## config.mk

```make
export PLATFORM = sky130hd
export DESIGN_NAME = top
export DESIGN_NICKNAME = d
export VERILOG_FILES = /design/src/rtl/evm_pkg.sv /design/src/rtl/vote_counter.sv /design/src/rtl/top.sv
export SDC_FILE = /design/constraint.sdc
export NUM_CORES = 1
export LEC_CHECK = 0
export CAP_MARGIN = 20
export CORE_ASPECT_RATIO = 2
export CORE_UTILIZATION = 30
export CTS_CLUSTER_SIZE = 30
export DETAILED_ROUTE_END_ITERATION = 8
export HOLD_SLACK_MARGIN = 0.12
export SLEW_MARGIN = 15
export SYNTH_ARGS = -nofsm -noshare
export SYNTH_HDL_FRONTEND = slang
export SYNTH_SLANG_ARGS = --single-unit
```

## constraint.sdc

```tcl
create_clock -name clk -period 2 [get_ports clk]
set_input_delay 0.3 -clock clk [delete_from_list [all_inputs] [get_ports clk]]
set_output_delay 0.3 -clock clk [all_outputs]
set_load 0.01 [all_outputs]
```

## src/rtl/evm_pkg.sv

```systemverilog
// Shared constants and types for the four-candidate voting machine datapath.
// Candidate indices double as the result-select encoding.
package evm_pkg;

  localparam int DEF_COUNT_W = 4;

  localparam logic [1:0] CAND_A = 2'd0;
  localparam logic [1:0] CAND_B = 2'd1;
  localparam logic [1:0] CAND_C = 2'd2;
  localparam logic [1:0] CAND_D = 2'd3;

  typedef logic [DEF_COUNT_W-1:0] count_t;

  // A ballot is valid only when exactly one button is pressed.
  function automatic logic is_onehot4(input logic [3:0] v);
    return (v != 4'b0000) && ((v & (v - 4'b0001)) == 4'b0000);
  endfunction

endpackage

```

## src/rtl/vote_counter.sv

```systemverilog
// Per-candidate tally: saturating up-counter with asynchronous active-low clear.
module vote_counter #(
  parameter int W = 4
) (
  input  logic         clk,
  input  logic         reset,
  input  logic         inc,
  output logic [W-1:0] count
);

  localparam logic [W-1:0] MAX_CNT = {W{1'b1}};

  logic [W-1:0] count_q;
  logic [W-1:0] count_d;

  // Increment only while below full scale so the tally never wraps.
  always_comb begin
    count_d = count_q;
    if (inc && (count_q != MAX_CNT)) begin
      count_d = count_q + {{(W-1){1'b0}}, 1'b1};
    end else begin
      count_d = count_q;
    end
  end

  // Tally register.
  always_ff @(posedge clk or negedge reset) begin
    if (!reset) begin
      count_q <= '0;
    end else begin
      count_q <= count_d;
    end
  end

  assign count = count_q;

endmodule

```

## src/rtl/top.sv

```systemverilog
// EVM core: strobe edge detector, one-hot ballot qualification, four tallies
// and a combinational result multiplexer.
module top
  import evm_pkg::*;
#(
  parameter int COUNT_W = DEF_COUNT_W
) (
  input  logic               clk,
  input  logic               reset,
  input  logic               a,
  input  logic               b,
  input  logic               c,
  input  logic               d,
  input  logic               master_enable,
  input  logic [1:0]         s,
  output logic [COUNT_W-1:0] mux_out
);

  logic               me_q;
  logic               cast_s;
  logic [3:0]         btn_s;
  logic [3:0]         inc_s;
  logic [COUNT_W-1:0] cnt_s [4];

  // Previous strobe level; clearing it on reset makes a strobe that is
  // already high at release count as a fresh edge.
  always_ff @(posedge clk or negedge reset) begin
    if (!reset) begin
      me_q <= 1'b0;
    end else begin
      me_q <= master_enable;
    end
  end

  assign btn_s  = {d, c, b, a};
  assign cast_s = master_enable & ~me_q;

  // Route the cast to exactly one counter, or to none for an invalid ballot.
  always_comb begin
    inc_s = 4'b0000;
    if (cast_s && is_onehot4(btn_s)) begin
      inc_s = btn_s;
    end else begin
      inc_s = 4'b0000;
    end
  end

  for (genvar g = 0; g < 4; g++) begin : g_cnt
    vote_counter #(.W(COUNT_W)) u_cnt (
      .clk   (clk),
      .reset (reset),
      .inc   (inc_s[g]),
      .count (cnt_s[g])
    );
  end

  // Result select straight from the tally registers.
  always_comb begin
    mux_out = '0;
    case (s)
      CAND_A:  mux_out = cnt_s[0];
      CAND_B:  mux_out = cnt_s[1];
      CAND_C:  mux_out = cnt_s[2];
      CAND_D:  mux_out = cnt_s[3];
      default: mux_out = '0;
    endcase
  end

endmodule

```

==> results of run 1 <==
-- cell usage after synthesis --
cell type  number  area [um2]
dfrtp_1        17       425.4
a31oi_1        12       75.07
nor2b_1         8       50.05
a41oi_1         4       35.03
and3_1          4       25.02
ha_1            4       50.05
mux2_4          4       60.06
mux4_2          4       90.09
nand2_1         4       15.01
nand3_1         4       20.02
nand3_2         4       40.04
nor2_1          4       15.01
xnor2_1         4       35.03
nor4b_4         2       47.55
-- power groups by stage --
stage	clock [mW]	sequential, mW	combinational [mW]
after floorplan	0	0.474	0.177
after global placement	0	0.507	0.261
after detailed placement	0	0.511	0.272
after CTS	0.267	0.504	0.272
after global routing	0.281	0.519	0.296
final	0.255	0.504	0.267
-- state kept, by name (all words and copies together) (netlist names) --
signal             flops
g_cnt.u_cnt.count     16
me_q                   1
-- area by class of cell --
type,instances,area share [%]
clock buffer,4,3.633
tap,31,3.128
timing repair buffer,19,13.93
sequential,17,34.31
multi-input combinational,62,45.01
-- placed cells by master (no fill, tap or decap), drive strengths merged --
cell type      netlist  layout
and3                 4       4
clkdlybuf4s15        0       1
xnor2                4       4
mux4                 4       4
clkbuf               0       4
nor4b                2       2
nand3                8       8
a31oi               12      12
clkdlybuf4s50        0      11
mux2                 4       4
buf                  0       7
ha                   4       4
dfrtp               17      17
a41oi                4       4
nor2                 4       4
nor2b                8       8
nand2                4       4
-- what timing repair did --
action	4_1_cts	5_1_grt
gates resized for setup	1	1
endpoints found under the hold margin	0	0
endpoints found under the setup margin	4	3
-- logic make-up after synthesis --
kind of cell | Yosys count
adder cells (fa/ha/maj) | 4
AO/OA/AOI/OAI | 16
multiplexers | 8
flip-flops | 17
AND/OR/NAND/NOR | 30
XOR/XNOR | 4
-- worst paths after layout --
path | from | to | slack [ns] | depth (start not counted)
max | s[1] | mux_out[3] | 0.06 | 3
min | reset | g_cnt[0].u_cnt.count[3] | 0.37 | 2
max reg2reg | me_q | g_cnt[3].u_cnt.count[1] | 0.59 | 3
min reg2reg | g_cnt[2].u_cnt.count[0] | g_cnt[2].u_cnt.count[0] | 0.53 | 1
max in group asynchronous | reset | g_cnt[1].u_cnt.count[0] | 1.43 | 2
min in group clk | g_cnt[2].u_cnt.count[0] | g_cnt[2].u_cnt.count[0] | 0.53 | 1
-- worst max-delay path, cell delays in order --
cell and delay, ns:
clkdlybuf4s50_1 0.55, mux4_2 0.31, clkdlybuf4s50_1 0.48
-- layer usage --
layer  global-route usage [%]  share of wire (%)  routed length [um]
met1                    14.15                 39                 818
met2                    24.20                 56                1173
met3                    2.609                3.7                  78
met4                    5.966                1.1                  24
met5                        0                  0                   0
==> results.toml, run 1 <==
[run_status]
status = "finished, final reports clean"

[finish]
n_antenna_cell = 0
final_area_um2 = 1240
fillerInstances = 296
area_growth_pct = 26.08
register_area_um2 = 425.4
fin_nets = 116
drive_gt1_share_pct = 23.53
final_core_util_pct = 39.28
multi_input_area_um2 = 558.0
final_cells = 133

[sta]
setup_slack_ns = 0.05551
worstMarginPinSlew_ns = 0.3318
finClkSkew_ns = 0.001013
fin_crit_ns = 1.944
hold_viol_final = 0
slew_headroom_pct = 77.78
hold_slack_ns = 0.3748
setup-violations-final = 0
drv_slew = 0
rsz0062_at_grt = "false"
tns_ns = 0
max_clock_freq_mhz = 514.3
fin_crit_sh_pct = 97.22

[power]
p_per_area_nw_per_um2 = 827.5
leakage_nw = 0.5458
peakVddDrop_v = 0.0003289
power_frac_comb_pct = 26.0
p_switching_mw = 0.3008
p_int_mw = 0.7253
switching_share_pct = 29.31
total_power_mw = 1.026
sequentialPowerShare_pct = 49.1
clock_power_share_pct = 24.9

[setup_path]
cp_data_arrival_time_ns = 1.64
worst_ep_required_time_ns = 1.70
crit_fanout = 4
cp-end-kind = "output port"
worstSetupPathType = "in2out"
cp-start-kind = "primary input"

[clocking]
clockBufferDepth = 2
ctsHoldBuffers = 0
clk_latency_ns = 0.25
htree_levels = 1
postCtsSetupRepairBufs = 0
cts_sinks = 17
cts_tree = "yes"
clk_pin_slew_ns = 0.07
cts-buffers-inserted = 3
cts_root_buffer = "clkbuf_8"

[yosys]
synth_xor_area_share_pct = 3.562
synth_seq_cells = 17
synth-seq-area-share_pct = 43.26
synth_nets = 92
avgSynthCellArea_um2 = 12.45
synth_top_family_by_area = "simple AND/OR/NAND/NOR gates"
synth_compound_area_share_pct = 11.20
synth_area_um2 = 983.4
ys_types = 14
synth_cells = 79
yosys.area_share.simple_pct = 21.63
ys_warn_count = 0
synthAdderAreaFrac_pct = 5.089
synthMuxAreaShare_pct = 15.27

[die]
die_w_um = 42.49
dieArea_um2 = 3525
start_util_pct = 31.15
io_pins = 13
die_h_um = 82.97
rows = 29
core_area_um2 = 3157

[global_routing]
first_global_vias = 765
grt_pass1_wl_mm = 3.588
grt_max_degree = 18
grt-ovfl-total = 0
grt.total_usage_pct = 13.34
antenna_found_initial = 0

[placed_design]
gp_congestion = 0.7646
hpwl_mm = 1.681
pre_cts_ws_ns = -0.2339
io_buffers = 12
dpl_cell_area_um2 = 1195
dp_cells = 129

[detailed_routing]
drc = 0
drtIter0Drc = 16
num_vias = 756
antenna_left = 0
dr.pass1.iters = 4
routed_wl_mm = 2.095
post_drt_wl_per_cell_um = 15.75
vias_per_cell = 5.684

[worst_hold_path]
hp-class = "in2async"

[run]
maxCapViolations = 0
Note: power is estimated with default switching activity, not from simulation.
==> inputs of run 2 (changes only) <==
ABC_AREA = 1   (was default)
==> results.toml, run 2 <==
[yosys]
synth-main-ff-cell = "dfrtp_1"
synth_nets = 155
yosys.area.top_type = "dfrtp_1"
synth_area_um2 = 1085
synth_edf_count = 0
avgSynthCellArea_um2 = 7.639
synth-seq-area-share_pct = 39.22
synth.area.top_cells = "dfrtp_1, nand2_1, nand3_1"
ys_warn_count = 0
ys_types = 20
synth_common_cells = "nand2_1, nand3_1, dfrtp_1"
synth_cells = 142
yosysTopAreaCellShare_pct = 39.22
synth_seq_cells = 17
async_flop_share_pct = 100.0
synth_most_common_cell = "nand2_1"

[placed_design]
dpl_cell_area_um2 = 1280
dp_cells = 204
gp_congestion = 0.7799
io_buffers = 12
hpwl_mm = 1.886

[global_routing]
grt.total_usage_pct = 14.89
antenna_found_initial = 0
first_global_vias = 1000
grt-ovfl-total = 0
grt_max_degree = 20
grt_pass1_wl_mm = 4.333

[detailed_routing]
routed_wl_mm = 2.455
drtIter0Drc = 30
vias_per_cell = 4.784
antenna_left = 0
num_vias = 995
drc = 0
post_drt_wl_per_cell_um = 11.80
dr.pass1.iters = 4

[die]
core_area_um2 = 3416
die_w_um = 44.52
dieArea_um2 = 3875
rows = 30
start_util_pct = 31.76
io_pins = 13
die_h_um = 87.04

[setup_path]
crit_fanout = 6
worst-path-buf-inv = 4
crit_path_cell_trace = "dlygate4sd2_1, inv_1, buf_4, nand3_1, nand4_1, clkdlybuf4s50_1"
cp-end-kind = "output port"
r2r-end = "g_cnt[0].u_cnt.count[0]"
cp-start-kind = "primary input"
cp_data_arrival_time_ns = 1.55
worstSetupPathType = "in2out"
cp_top_family = "buffers and inverters"
cp-startpoint = "s[1]"
reg2reg_slack_ns = 0.62
crit_path_top_delay_cell = "clkdlybuf4s50_1"
r2r_cells = 7
r2r_start = "g_cnt[0].u_cnt.count[0]"
max_stage_delay_ns = 0.54
worst_ep_required_time_ns = 1.70

[finish]
fin_nets = 174
final_cells = 208
final_area_um2 = 1321
drive_gt1_share_pct = 10.00
final_cell_mix = "nand2_1, nand3_1, dfrtp_1, inv_1, clkdlybuf4s50_1"
n_antenna_cell = 0
mostFrequentLayoutCell = "nand2_1"
final_core_util_pct = 38.68
area_growth_pct = 21.80
largest_reg_flops = 16

[sta]
drv_slew = 0
hold_viol_final = 0
setup-violations-final = 0
slew_headroom_pct = 80.83
finClkSkew_ns = 0.0006231
worstMarginPinSlew_ns = 0.2876
fin_crit_sh_pct = 92.63
fin_crit_ns = 1.853
rsz0062_at_grt = "false"
max_clock_freq_mhz = 539.8

[clocking]
cts-buffers-inserted = 3
clk_latency_ns = 0.26
cts_sinks = 17
cts_root_buffer = "clkbuf_8"
clockBufferDepth = 2
clk_pin_slew_ns = 0.07
postCtsSetupRepairBufs = 0
htree_levels = 1
cts_tree = "yes"

[power]
p_per_area_nw_per_um2 = 840.7
peakVddDrop_v = 0.0006394
leakage_nw = 0.6514

[run]
maxCapViolations = 0

[run_status]
status = "finished, final reports clean"

[worst_hold_path]
hp-class = "in2async"
-- run 2: changes by cell type in the layout (fill, tap and decap cells not counted), sizes merged, moves of 3 or more --
cell / change
nor2b: -8
a31oi: -12
dlygate4sd2: +5
o21ai: +4
a41oi: -4
nand3b: +3
nand3: +19
nand4: +4
inv: +15
mux4: -4
and3: -4
clkdlybuf4s50: -4
mux2: -4
nand2: +47
-- run 2: cell families (layout without fill, tap and decap cells) --
family / Yosys count / after routing / share of synthesized area (%)
simple gates: 90 / 90 / 39.79
buf+inv: 18 / 36 / 7.266
flops: 17 / 17 / 39.22
compound gates: 7 / 7 / 4.267
xor+xnor: 6 / 6 / 4.844
fa+ha+maj: 4 / 4 / 4.614
-- run 2: what timing repair did --
| action | CTS | global route |
|---|---|---|
| endpoints found under the setup margin | 4 | 0 |
| gates resized for setup | 6 | 0 |
| hold buffers | 0 | 0 |
-- run 2: worst reg2reg max path, stage by stage, from the launching register on --
cell	delay [ns]
dfrtp_1	0.44
ha_1	0.26
nand3_1	0.14
nand2_1	0.06
inv_1	0.14
nand2_1	0.11
nand2_1	0.08
nand2_1	0.05
-- run 2: layout make-up --
type	instances	area (um2)
clock buffers	4	45.04
fillers	367	2095
inverters	15	56.30
multi-input cells	107	583.1
flip-flops and latches	17	425.4
well taps	48	60.06
repair buffers	17	151.4
-- run 2: layer usage --
| layer | vias up | track usage, % | wire length [um] |
|---|---|---|---|
| met5 | - | 0 | 0 |
| met4 | 0 | 9.366 | 85 |
| met3 | 7 | 1.867 | 69 |
| met2 | 20 | 24.73 | 1256 |
| met1 | 467 | 17.34 | 1045 |
| li1 | 501 | - | - |
-- run 2: how the worst max path moves through the flow --
stage	endpoint	slack [ns]	cells past startpoint
after floorplan	mux_out[2]	0.77	3
after global placement	mux_out[2]	-0.09	5
after detailed placement	mux_out[0]	-0.10	6
after CTS	mux_out[1]	0.15	6
after global routing	mux_out[1]	0.08	6
final	mux_out[1]	0.15	6
-- run 2: per-stage QoR --
stage	hold WS (ns)	total power [mW]	setup slack, ns	TNS (ns)
floorplan	0.004409	0.7159	0.7685	0
global placement	0.4880	0.8380	-0.09144	-0.2378
detailed placement	0.5193	0.8614	-0.1030	-0.3596
CTS	0.3672	1.121	0.1507	0
global route	0.4096	1.173	0.08052	0
finish	0.3621	1.111	0.1474	0
-- run 2: power by group --
group	internal [mW]	total (mW)	switching, mW	leakage, nW
logic	0.151	0.310	0.159	0.407
registers	0.423	0.534	0.110	0.222
clock network	0.142	0.267	0.125	0.0228
total	0.717	1.11	0.394	0.651
==> variant (config.mk and constraints of run 2) <==
The package constant `DEF_COUNT_W` goes from 4 to 6.
--- a/src/rtl/evm_pkg.sv
+++ b/src/rtl/evm_pkg.sv
@@ -2,7 +2,7 @@
 // Candidate indices double as the result-select encoding.
 package evm_pkg;
 
-  localparam int DEF_COUNT_W = 4;
+  localparam int DEF_COUNT_W = 6;
 
   localparam logic [1:0] CAND_A = 2'd0;
   localparam logic [1:0] CAND_B = 2'd1;
Interface: changed (resized mux_out); port bits go from 13 to 15. No check against the original RTL was run, so the function may have changed too.
==> variant against run 2 <==
Routed wire length is 55% higher; final area is 41% higher; synthesized area grew 44%; power grew 19%; sequential cell count up 8; worst setup slack worse by 11 ps; critical path depth up 1; largest cell class unchanged; largest power group unchanged; highest routed layer unchanged.
==> variant: results (changes against run 2) <==
** Status
- Outcome :: complete, no violations

** Yosys
- The number of unique standard cell types used by synthesis was 16 (-20%).
- Net count of the mapped netlist :: 233 (+50%)
- By count the netlist is led by sky130_fd_sc_hd__nand2_1 (95), sky130_fd_sc_hd__nand3_1 (34), sky130_fd_sc_hd__dfrtp_1 (25).
- Top area cells in the synthesized netlist :: sky130_fd_sc_hd__dfrtp_1 (40%), sky130_fd_sc_hd__nand2_1 (23%), sky130_fd_sc_hd__nand3_1 (11%)
- The fraction of the yosys area taken by sequential cells is 40.1% (+0.88 points).

** Global routing
- The overall global routing resource usage is 16.0% (+1.1 points).
- Maximum number of pins on one net before global-route repair :: 26 (+30%)
- Wire length of the first global-routing pass :: 6.61 mm (+53%)
- Via count of the first global-routing pass :: 1424 (+42%)

** Final layout
- Ratio of cells with drive above 1 in the final layout :: 9.31% (-0.69 points)
- Final #Nets :: 261 (+50%)
- Number of flip-flops in the largest register :: 24 (+8)

** Timing
- The worst setup skew after layout is 3.24 ps (+2.62 ps).
- The slew at the pin with the worst max-slew slack is 353 ps (+65.2 ps).

** Route
- The DRC violation total after the first TritonRoute iteration was 39 (+30%).
- Vias :: 1482 (+49%)
- The total routed wirelength is 3.80 mm (+55%).

** Power
- The maximum ir drop on the vdd rail is 0.000398 V (-38%).
- Internal power of the cells :: 0.000869 W (+21%)
- Leakage :: 0.953 nW (+46%)

** Critical path
- The worst register-to-register path ends at g_cnt[3].u_cnt.count[0]$_DFFE_PN0P_.
- Launch instance of the worst register-to-register path :: g_cnt[3].u_cnt.count[0]$_DFFE_PN0P_

** Place
- Area after DPL :: 1830 sq um (+43%)
- Port bufs :: 14 (+2)
- The weighted congestion reported at the end of routability-driven placement came to 0.823 (+5.6%).

** CTS
- The clock transition at the registers of the reported paths is 90 ps (+20 ps).
-- variant: cell types whose count changed in the layout (fill, tap and decap cells not counted), sizes merged, moves of 2 or more --
| cell | run 2 | this run |
|---|---|---|
| nand2 | 51 | 96 |
| nor2 | 5 | 19 |
| dfrtp | 17 | 25 |
| nand3 | 27 | 34 |
| buf | 5 | 11 |
| xor2 | 1 | 6 |
| inv | 15 | 18 |
| nand3b | 3 | 0 |
| nand4 | 4 | 2 |
| o2111ai | 2 | 4 |
-- variant: worst max path at each step --
stage | start | endpoint | slack (ps) | cells after the start
final | s[1] | mux_out[3] | 140 | 7
after global routing | s[0] | mux_out[1] | 40 | 6
after CTS | s[1] | mux_out[3] | 120 | 6
after detailed placement | s[1] | mux_out[3] | -160 | 7
after global placement | s[0] | mux_out[3] | -170 | 7
after floorplan | g_cnt[3].u_cnt.count[0]$_DFFE_PN0P_ | g_cnt[3].u_cnt.count[0]$_DFFE_PN0P_ | 660 | 7
-- variant: kinds of logic after synthesis --
logic type                 count (synthesis)  share of synthesized area [%]
and+or+nand+nor                          151                           40.7
DFF                                       25                           40.1
buffers and inverters                     20                           5.77
xor gates and xnor gates                  12                           6.74
AOI/OAI and AO/OA                          8                           3.53
adders and majority gates                  4                           3.21
-- variant: layer usage --
metal / global-route usage (%) / part of all wire, % / wire length (um) / up-vias
met2: 27.0 / 54 / 2040 / 19
met5: 0 / 0 / 0 / -
met1: 18.6 / 41 / 1540 / 698
met4: 9.21 / 3.7 / 140 / 0
met3: 1.32 / 2.0 / 76 / 8
li1: - / - / - / 757
-- variant: metrics by stage --
step / std cells / hold WS [ps] / setup slack (ps)
detailed placement: 300 / 533 / -157
floorplan: 220 / 4.41 / 658
CTS: 304 / 398 / 120
global placement: 300 / 509 / -169
global route: 304 / 430 / 35.8
finish: 304 / 384 / 137
-- variant: power groups by stage --
stage	logic [W]	clock network, W	registers (W)
after floorplan	0.000210	0	0.000672
after global placement	0.000323	0	0.000705
after detailed placement	0.000327	0	0.000707
after CTS	0.000316	0.000326	0.000697
after global routing	0.000365	0.000344	0.000713
final	0.000312	0.000311	0.000696
-- variant: final cells by class --
type | count | area, sq um
inverters | 18 | 67.6
fillers | 540 | 3090
repair buffers | 25 | 215
well taps | 57 | 71.3
multi-input cells | 175 | 845
clock buffers | 4 | 45.0
flip-flops and latches | 25 | 626
-- variant: critical path, stage by stage --
cell and delay [ps]:
sky130_fd_sc_hd__clkdlybuf4s50_1 520, sky130_fd_sc_hd__inv_1 50, sky130_fd_sc_hd__nor2_1 80, sky130_fd_sc_hd__buf_4 140
sky130_fd_sc_hd__nand2_1 50, sky130_fd_sc_hd__o2111ai_1 110, sky130_fd_sc_hd__dlygate4sd2_1 300
